`src/rtl/io_regs_pkg.sv`:
```
// io_regs shared definitions: register offsets,
// STATUS bit positions and the TX drain FSM states.
package io_regs_pkg;

  localparam logic [31:0] IO_STATUS    = 32'h000;
  localparam logic [31:0] IO_BG_COLOR  = 32'h004;
  localparam logic [31:0] IO_UART_DATA = 32'h008;
  localparam logic [31:0] IO_IRQ_EN    = 32'h00C;
  localparam logic [31:0] IO_ERR_CLR   = 32'h010;
  localparam logic [31:0] IO_CYCLES    = 32'h014;

  localparam int ST_TX_FULL     = 0;
  localparam int ST_RX_NONEMPTY = 1;
  localparam int ST_TX_IDLE     = 2;
  localparam int ST_RX_OVERRUN  = 3;
  localparam int ST_TX_OVERFLOW = 4;

  localparam logic [31:0] RX_EMPTY = 32'h8000_0000;

  typedef enum logic [1:0] {
    IDLE,
    STROBE,
    SETTLE
  } tx_state_t;

endpackage

```
`src/rtl/io_regs_fifo.sv`:
```
// First-word-fall-through synchronous FIFO.
// A push on a full FIFO is taken only if a pop frees a slot.
module sync_fifo #(
  parameter int WIDTH = 8,
  parameter int DEPTH = 16,
  localparam int AW = $clog2(DEPTH),
  localparam int LW = AW + 1
) (
  input  logic             clk_sys,
  input  logic             reset_n,
  input  logic             push,
  input  logic             pop,
  input  logic [WIDTH-1:0] din,
  output logic [WIDTH-1:0] dout,
  output logic             full,
  output logic             empty,
  output logic [LW-1:0]    level
);

  logic [WIDTH-1:0] mem [DEPTH];
  logic [AW-1:0]    wr_ptr;
  logic [AW-1:0]    rd_ptr;
  logic [LW-1:0]    count;
  logic             do_push;
  logic             do_pop;

  assign empty   = (count == '0);
  assign full    = (count == LW'(DEPTH));
  assign do_pop  = pop && !empty;
  assign do_push = push && (!full || do_pop);
  assign dout    = mem[rd_ptr];
  assign level   = count;

  always_ff @(posedge clk_sys) begin
    if (!reset_n) begin
      wr_ptr <= '0;
      rd_ptr <= '0;
      count  <= '0;
    end else begin
      if (do_push) wr_ptr <= wr_ptr + AW'(1);
      if (do_pop)  rd_ptr <= rd_ptr + AW'(1);
      case ({do_push, do_pop})
        2'b10:   count <= count + LW'(1);
        2'b01:   count <= count - LW'(1);
        default: count <= count;
      endcase
    end
  end

  always_ff @(posedge clk_sys) begin
    if (do_push) mem[wr_ptr] <= din;
  end

endmodule

```
`src/rtl/io_regs.sv`:
```
// System I/O register block: UART TX/RX FIFOs,
// background colour, sticky errors, cycle counter, IRQ.
module io_regs
  import io_regs_pkg::*;
#(
  parameter int TX_DEPTH  = 16,
  parameter int RX_DEPTH  = 16,
  parameter int ADDR_BITS = 12
) (
  input  logic        clk_sys,
  input  logic        reset_n,
  input  logic        io_read_valid_i,
  input  logic        io_write_valid_i,
  input  logic [31:0] io_addr_i,
  input  logic [31:0] io_wdata_i,
  output logic [31:0] io_rdata_o,
  output logic [7:0]  uart_tx_data_o,
  output logic        uart_tx_valid_o,
  input  logic        uart_tx_busy_i,
  input  logic [7:0]  uart_rx_data_i,
  input  logic        uart_rx_valid_i,
  output logic        uart_rx_ready_o,
  output logic [23:0] bg_color_o,
  output logic        irq_o
);

  localparam int TLW = $clog2(TX_DEPTH) + 1;
  localparam int RLW = $clog2(RX_DEPTH) + 1;

  logic [31:0]  off;
  logic         wr_tx;
  logic         wr_bg;
  logic         wr_irq;
  logic         wr_clr;
  logic         rd_uart;

  logic [7:0]   tx_head;
  logic         tx_full;
  logic         tx_empty;
  logic [TLW-1:0] tx_level;
  logic         tx_pop;
  logic         tx_idle;

  logic [7:0]   rx_head;
  logic         rx_full;
  logic         rx_empty;
  logic [RLW-1:0] rx_level;
  logic         rx_pop;
  logic         rx_ready_q;

  logic         rx_ovr;
  logic         tx_ovf;
  logic         rx_ovr_set;
  logic         tx_ovf_set;
  logic [1:0]   irq_en;
  logic [23:0]  bg_color;
  logic [31:0]  cycles;
  logic [31:0]  status;
  logic [31:0]  rdata_nx;
  logic [31:0]  tx_lvl_w;
  logic [31:0]  rx_lvl_w;

  tx_state_t    state;
  tx_state_t    state_nx;

  logic         unused_bits;

  always_comb begin
    off = '0;
    off[ADDR_BITS-1:0] = io_addr_i[ADDR_BITS-1:0];
  end

  assign wr_tx   = io_write_valid_i && (off == IO_STATUS);
  assign wr_bg   = io_write_valid_i && (off == IO_BG_COLOR);
  assign wr_irq  = io_write_valid_i && (off == IO_IRQ_EN);
  assign wr_clr  = io_write_valid_i && (off == IO_ERR_CLR);
  assign rd_uart = io_read_valid_i && (off == IO_UART_DATA);
  assign rx_pop  = rd_uart && !rx_empty;

  sync_fifo #(
    .WIDTH (8),
    .DEPTH (TX_DEPTH)
  ) u_tx_fifo (
    .clk_sys (clk_sys),
    .reset_n (reset_n),
    .push    (wr_tx),
    .pop     (tx_pop),
    .din     (io_wdata_i[7:0]),
    .dout    (tx_head),
    .full    (tx_full),
    .empty   (tx_empty),
    .level   (tx_level)
  );

  sync_fifo #(
    .WIDTH (8),
    .DEPTH (RX_DEPTH)
  ) u_rx_fifo (
    .clk_sys (clk_sys),
    .reset_n (reset_n),
    .push    (rx_ready_q),
    .pop     (rx_pop),
    .din     (uart_rx_data_i),
    .dout    (rx_head),
    .full    (rx_full),
    .empty   (rx_empty),
    .level   (rx_level)
  );

  always_ff @(posedge clk_sys) begin
    if (!reset_n) state <= IDLE;
    else          state <= state_nx;
  end

  // SETTLE gives the UART a cycle to raise busy
  always_comb begin
    state_nx = state;
    tx_pop   = 1'b0;
    unique case (state)
      IDLE: begin
        if (!tx_empty && !uart_tx_busy_i)
          state_nx = STROBE;
      end
      STROBE: begin
        tx_pop   = 1'b1;
        state_nx = SETTLE;
      end
      SETTLE:  state_nx = IDLE;
      default: state_nx = IDLE;
    endcase
  end

  assign uart_tx_valid_o = (state == STROBE);
  assign uart_tx_data_o  = uart_tx_valid_o ? tx_head : 8'h00;
  assign uart_rx_ready_o = rx_ready_q;
  assign bg_color_o      = bg_color;

  assign tx_idle = tx_empty && (state == IDLE)
                && !uart_tx_busy_i;

  assign tx_ovf_set = wr_tx && tx_full && !tx_pop;
  assign rx_ovr_set = rx_ready_q && rx_full && !rx_pop;

  assign tx_lvl_w = 32'(tx_level);
  assign rx_lvl_w = 32'(rx_level);

  always_comb begin
    status = '0;
    status[ST_TX_FULL]     = tx_full;
    status[ST_RX_NONEMPTY] = !rx_empty;
    status[ST_TX_IDLE]     = tx_idle;
    status[ST_RX_OVERRUN]  = rx_ovr;
    status[ST_TX_OVERFLOW] = tx_ovf;
    status[15:8]           = tx_lvl_w[7:0];
    status[23:16]          = rx_lvl_w[7:0];
  end

  always_comb begin
    rdata_nx = '0;
    unique case (1'b1)
      (off == IO_STATUS):   rdata_nx = status;
      (off == IO_BG_COLOR): rdata_nx = {8'h0, bg_color};
      (off == IO_UART_DATA): begin
        if (rx_empty) rdata_nx = RX_EMPTY;
        else          rdata_nx = {24'h0, rx_head};
      end
      (off == IO_IRQ_EN):   rdata_nx = {30'h0, irq_en};
      (off == IO_CYCLES):   rdata_nx = cycles;
      default:              rdata_nx = '0;
    endcase
  end

  // Error set wins over a same-cycle clear
  always_ff @(posedge clk_sys) begin
    if (!reset_n) begin
      io_rdata_o <= '0;
      rx_ready_q <= 1'b0;
      rx_ovr     <= 1'b0;
      tx_ovf     <= 1'b0;
      irq_en     <= '0;
      bg_color   <= '0;
      cycles     <= '0;
      irq_o      <= 1'b0;
    end else begin
      io_rdata_o <= rdata_nx;
      rx_ready_q <= uart_rx_valid_i && !rx_ready_q;
      rx_ovr <= (rx_ovr && !(wr_clr && io_wdata_i[3]))
             || rx_ovr_set;
      tx_ovf <= (tx_ovf && !(wr_clr && io_wdata_i[4]))
             || tx_ovf_set;
      if (wr_irq) irq_en   <= io_wdata_i[1:0];
      if (wr_bg)  bg_color <= io_wdata_i[23:0];
      cycles <= cycles + 32'd1;
      irq_o  <= (irq_en[0] && !rx_empty)
             || (irq_en[1] && tx_idle);
    end
  end

  assign unused_bits = ^{io_wdata_i, io_addr_i,
                         tx_lvl_w, rx_lvl_w};

endmodule

```
`config.mk`:
```
export PLATFORM = sky130hd
export DESIGN_NAME = io_regs
export DESIGN_NICKNAME = d
export VERILOG_FILES = /design/src/rtl/io_regs_pkg.sv /design/src/rtl/io_regs_fifo.sv /design/src/rtl/io_regs.sv
export SDC_FILE = /design/constraint.sdc
export NUM_CORES = 1
export LEC_CHECK = 0
export BUFFER_PORTS_ARGS = -buffer_cell sky130_fd_sc_hd__buf_2
export CORE_UTILIZATION = 59
export DETAILED_ROUTE_END_ITERATION = 12
export GPL_TIMING_DRIVEN = 1
export PLACE_DENSITY = 0.84
export SYNTH_ARGS = -nofsm -noshare
export SYNTH_HDL_FRONTEND = slang
export SYNTH_SLANG_ARGS = --single-unit
export TNS_END_PERCENT = 1
```
`constraint.sdc`:
```
create_clock -name clk_sys -period 3.2 [get_ports clk_sys]
set_input_delay 0.16 -clock clk_sys [delete_from_list [all_inputs] [get_ports clk_sys]]
set_output_delay 0.16 -clock clk_sys [all_outputs]
set_load 0.005 [all_outputs]
```
==> results.json <==
{
  "synth_top_area_cell": "edfxtp_1",
  "synth_top_area_share_pct": 50.4,
  "area_delta_synth_final_pct": 16.8,
  "grt_pass1_wl_um": 51000,
  "tns_ns": 0,
  "cts_made_buffers": 38,
  "grt_overflow": 0,
  "power.density_mw_per_mm2": 565,
  "synth_edf_count": 256,
  "critPathCaptureType": "register",
  "firstDrtPassIters": 9,
  "path_cells": "nor4_2 -> and3_1 -> and3b_1 -> inv_1 -> ha_1 -> ha_1 -> a21o_1 -> a21oi_1 -> xor2_1 -> or3_1 -> a21oi_1",
  "ys_ff_latch": 386,
  "rsz0062_at_grt": "no",
  "drc_errors": 0,
  "syn-instance-count": 1012,
  "routed_wl_um": 33300,
  "maxCapViolations": 0,
  "dpl_cell_area_mm2": 0.0164,
  "core.rowCount": 58,
  "clk_latency_ns": 0.52,
  "tritoncts": "built",
  "hold_viol": 0,
  "fin_nets": 1270,
  "total_power_mw": 10.1,
  "post_cts_buffers": 0,
  "max_freq_mhz": 337,
  "slowest_stage": "nor4_2",
  "period_minus_slack_ns": 2.97,
  "vias": 9202,
  "yosys-top-cells-area": "edfxtp_1 50%, dfxtp_1 17%, mux4_2 12%, nor2_1 2.6%, nand2_1 2.0%",
  "outcome": "completed",
  "grt_pass1_vias": 9230,
  "worstPathRequired_ns": 3.64,
  "antenna_found_initial": 0,
  "drive_above_1_share_pct": 26.6,
  "final_antenna_net_count": 0,
  "hpwl_um": 21200,
  "leakage_nw": 6.23,
  "worst_pin_slew_ns": 0.968,
  "cts.sinks": 386,
  "slew-limit-headroom_pct": 35.3,
  "final_area_mm2": 0.0178,
  "drt_iter0_drc": 1074,
  "slew_viol_final": 0,
  "post-route-period-util_pct": 92.7,
  "seq_area_frac_synth_pct": 67.5,
  "num_io_pins": 145,
  "crit_path_start_kind": "register",
  "avgSynthCellArea_um2": 15.1,
  "diodes": 0,
  "syn_area_mm2": 0.0153,
  "initial_core_util_pct": 60.4,
  "htree_num_levels": 2,
  "core_mm2": 0.0253,
  "cts_root_buf": "clkbuf_16",
  "setup_viol": 0,
  "yosysMostFrequentCell": "edfxtp_1",
  "die_w_um": 163,
  "synth_cell_types": 58,
  "fp.dieH_um": 163,
  "grt_usage_pct": 25.6,
  "finalWeightedCongestion": 0.851,
  "critical_path.max_fanout": 5,
  "dieArea_mm2": 0.0265,
  "numPortBuffers": 116,
  "peakVddDrop_v": 0.000571,
  "yosys_warnings": 0,
  "async_flop_share_pct": 0,
  "synth_commonest_cells": "256 x edfxtp_1, 130 x dfxtp_1, 105 x nor2_1",
  "clk_path_buf_depth": 3,
  "hold_class": "in -> reg",
  "crit_arrival_ns": 3.41,
  "grt_max_degree": 90,
  "synth.net_count": 1108,
  "synth_ff_type": "edfxtp_1",
  "worstSetupPathType": "reg -> reg",
  "avgRoutedWirePerCell_um": 21.7,
  "max_stage_delay_ns": 0.42,
  "clock_skew_ns": 0.0255,
  "viasPerCell": 6.01,
  "cts.clk_slew.worst_paths_ns": 0.07
}
-- state kept, by name, summed over array words and instances, names as in the netlist, 2 cells and up, named ones only --
| signal | flops |
|---|---|
| state | 2 |
| u_tx_fifo.level | 5 |
| u_tx_fifo.wr_ptr | 4 |
| u_rx_fifo.rd_ptr | 4 |
| u_rx_fifo.wr_ptr | 4 |
| cycles | 32 |
| u_rx_fifo.mem | 128 |
| bg_color_o | 24 |
| io_rdata_o | 32 |
| irq_en | 2 |
| u_tx_fifo.rd_ptr | 4 |
| u_tx_fifo.mem | 128 |
| u_rx_fifo.level | 5 |
-- final timing paths --
check | endpoint | depth (start not counted) | from | slack [ns]
worst max-delay path | u_tx_fifo.level[4] | 11 | u_tx_fifo.level[0] | 0.23
worst min-delay path | u_rx_fifo.mem[1][0] | 1 | uart_rx_data_i[0] | 0.02
worst max register to register | u_tx_fifo.level[4] | 11 | u_tx_fifo.level[0] | 0.23
worst min register to register | bg_color_o[4] | 2 | bg_color_o[4] | 0.47
-- timing repair --
| action | 4_1_cts | 5_1_grt |
|---|---|---|
| gates resized for setup | 0 | 1 |
| hold endpoints to repair | 18 | 0 |
| hold buffers | 18 | 0 |
| setup endpoints to repair | 0 | 1 |
-- worst max-delay path: cells and delay by family, from the launching register on --
kind                       cells  cell delay, ns
AOI/OAI and AO/OA              3            0.47
xor gates and xnor gates       1            0.10
adders and majority gates      2            0.60
buffers and inverters          1            0.10
DFF                            1            0.38
and+or+nand+nor                4            1.23
-- placed cells by master, fill, tap and decap left out, types with 4 or more instances in the layout --
cell,Yosys,layout
inv_1,10,10
dfxtp_1,130,128
clkbuf_8,0,7
o21ai_0,10,10
clkbuf_1,28,6
a22oi_1,10,10
nand2b_1,7,7
nand3_1,12,12
mux4_2,79,79
nand2_1,81,81
buf_2,22,116
o21ai_1,5,5
xnor2_1,16,16
nor2_1,105,105
dlygate4sd3_1,0,18
or3_1,9,9
nand4_1,13,13
xor2_1,26,26
and2_1,10,10
a222oi_1,12,12
and3_1,18,18
a21oi_1,48,48
clkinv_1,7,9
o22ai_1,7,7
bufinv_16,0,4
nor3_1,15,15
buf_4,2,42
edfxtp_1,256,256
ha_1,17,17
clkinv_2,0,6
mux2i_1,9,9
clkbuf_16,0,39
-- routing by layer --
metal | up-vias | routed length (µm) | GRT usage (%)
li1 | 4144 | - | -
met5 | - | 0 | 0
met1 | 4603 | 12900 | 32.8
met3 | 77 | 1960 | 3.41
met4 | 0 | 1050 | 8.45
met2 | 378 | 17400 | 45.0
-- layout make-up --
cell class                      instances  area, µm²
Inverter                               18       67.6
Sequential cell                       386      10300
Multi-Input combinational cell        552       4650
Tap cell                              330        413
Fill cell                            1541       7430
Clock inverter                         15        183
Clock buffer                           52       1090
Timing Repair Buffer                  178       1120
-- cells by family after synthesis --
kind of cell,Yosys count,share of synthesized area (%)
AO/OA/AOI/OAI,105,4.41
XOR/XNOR,42,2.41
adder cells (fa/ha/maj),18,1.53
buffers and inverters,74,2.06
flip-flops,386,67.5
multiplexers,88,12.3
AND/OR/NAND/NOR,299,9.87
-- report_power, final --
part / leakage [nW] / switching (mW) / internal (mW)
Sequential: 3.35 / 0.0154 / 5.32
Combinational: 2.25 / 0.133 / 0.0729
Clock: 0.630 / 1.81 / 2.72
-- through the flow --
stage          instances  setup WS, ns  util, %  hold WS (ns)
4_1_cts             1531         0.159     70.5       0.00194
5_1_grt             1531        0.0726     70.6        0.0155
2_1_floorplan       1012         0.455        -         0.259
6_report            1531         0.235     70.6        0.0238
3_5_place_dp        1446         0.225     64.8         0.409
3_3_place_gp        1446         0.258     64.8         0.400
Power figures use the tool's default switching activity.
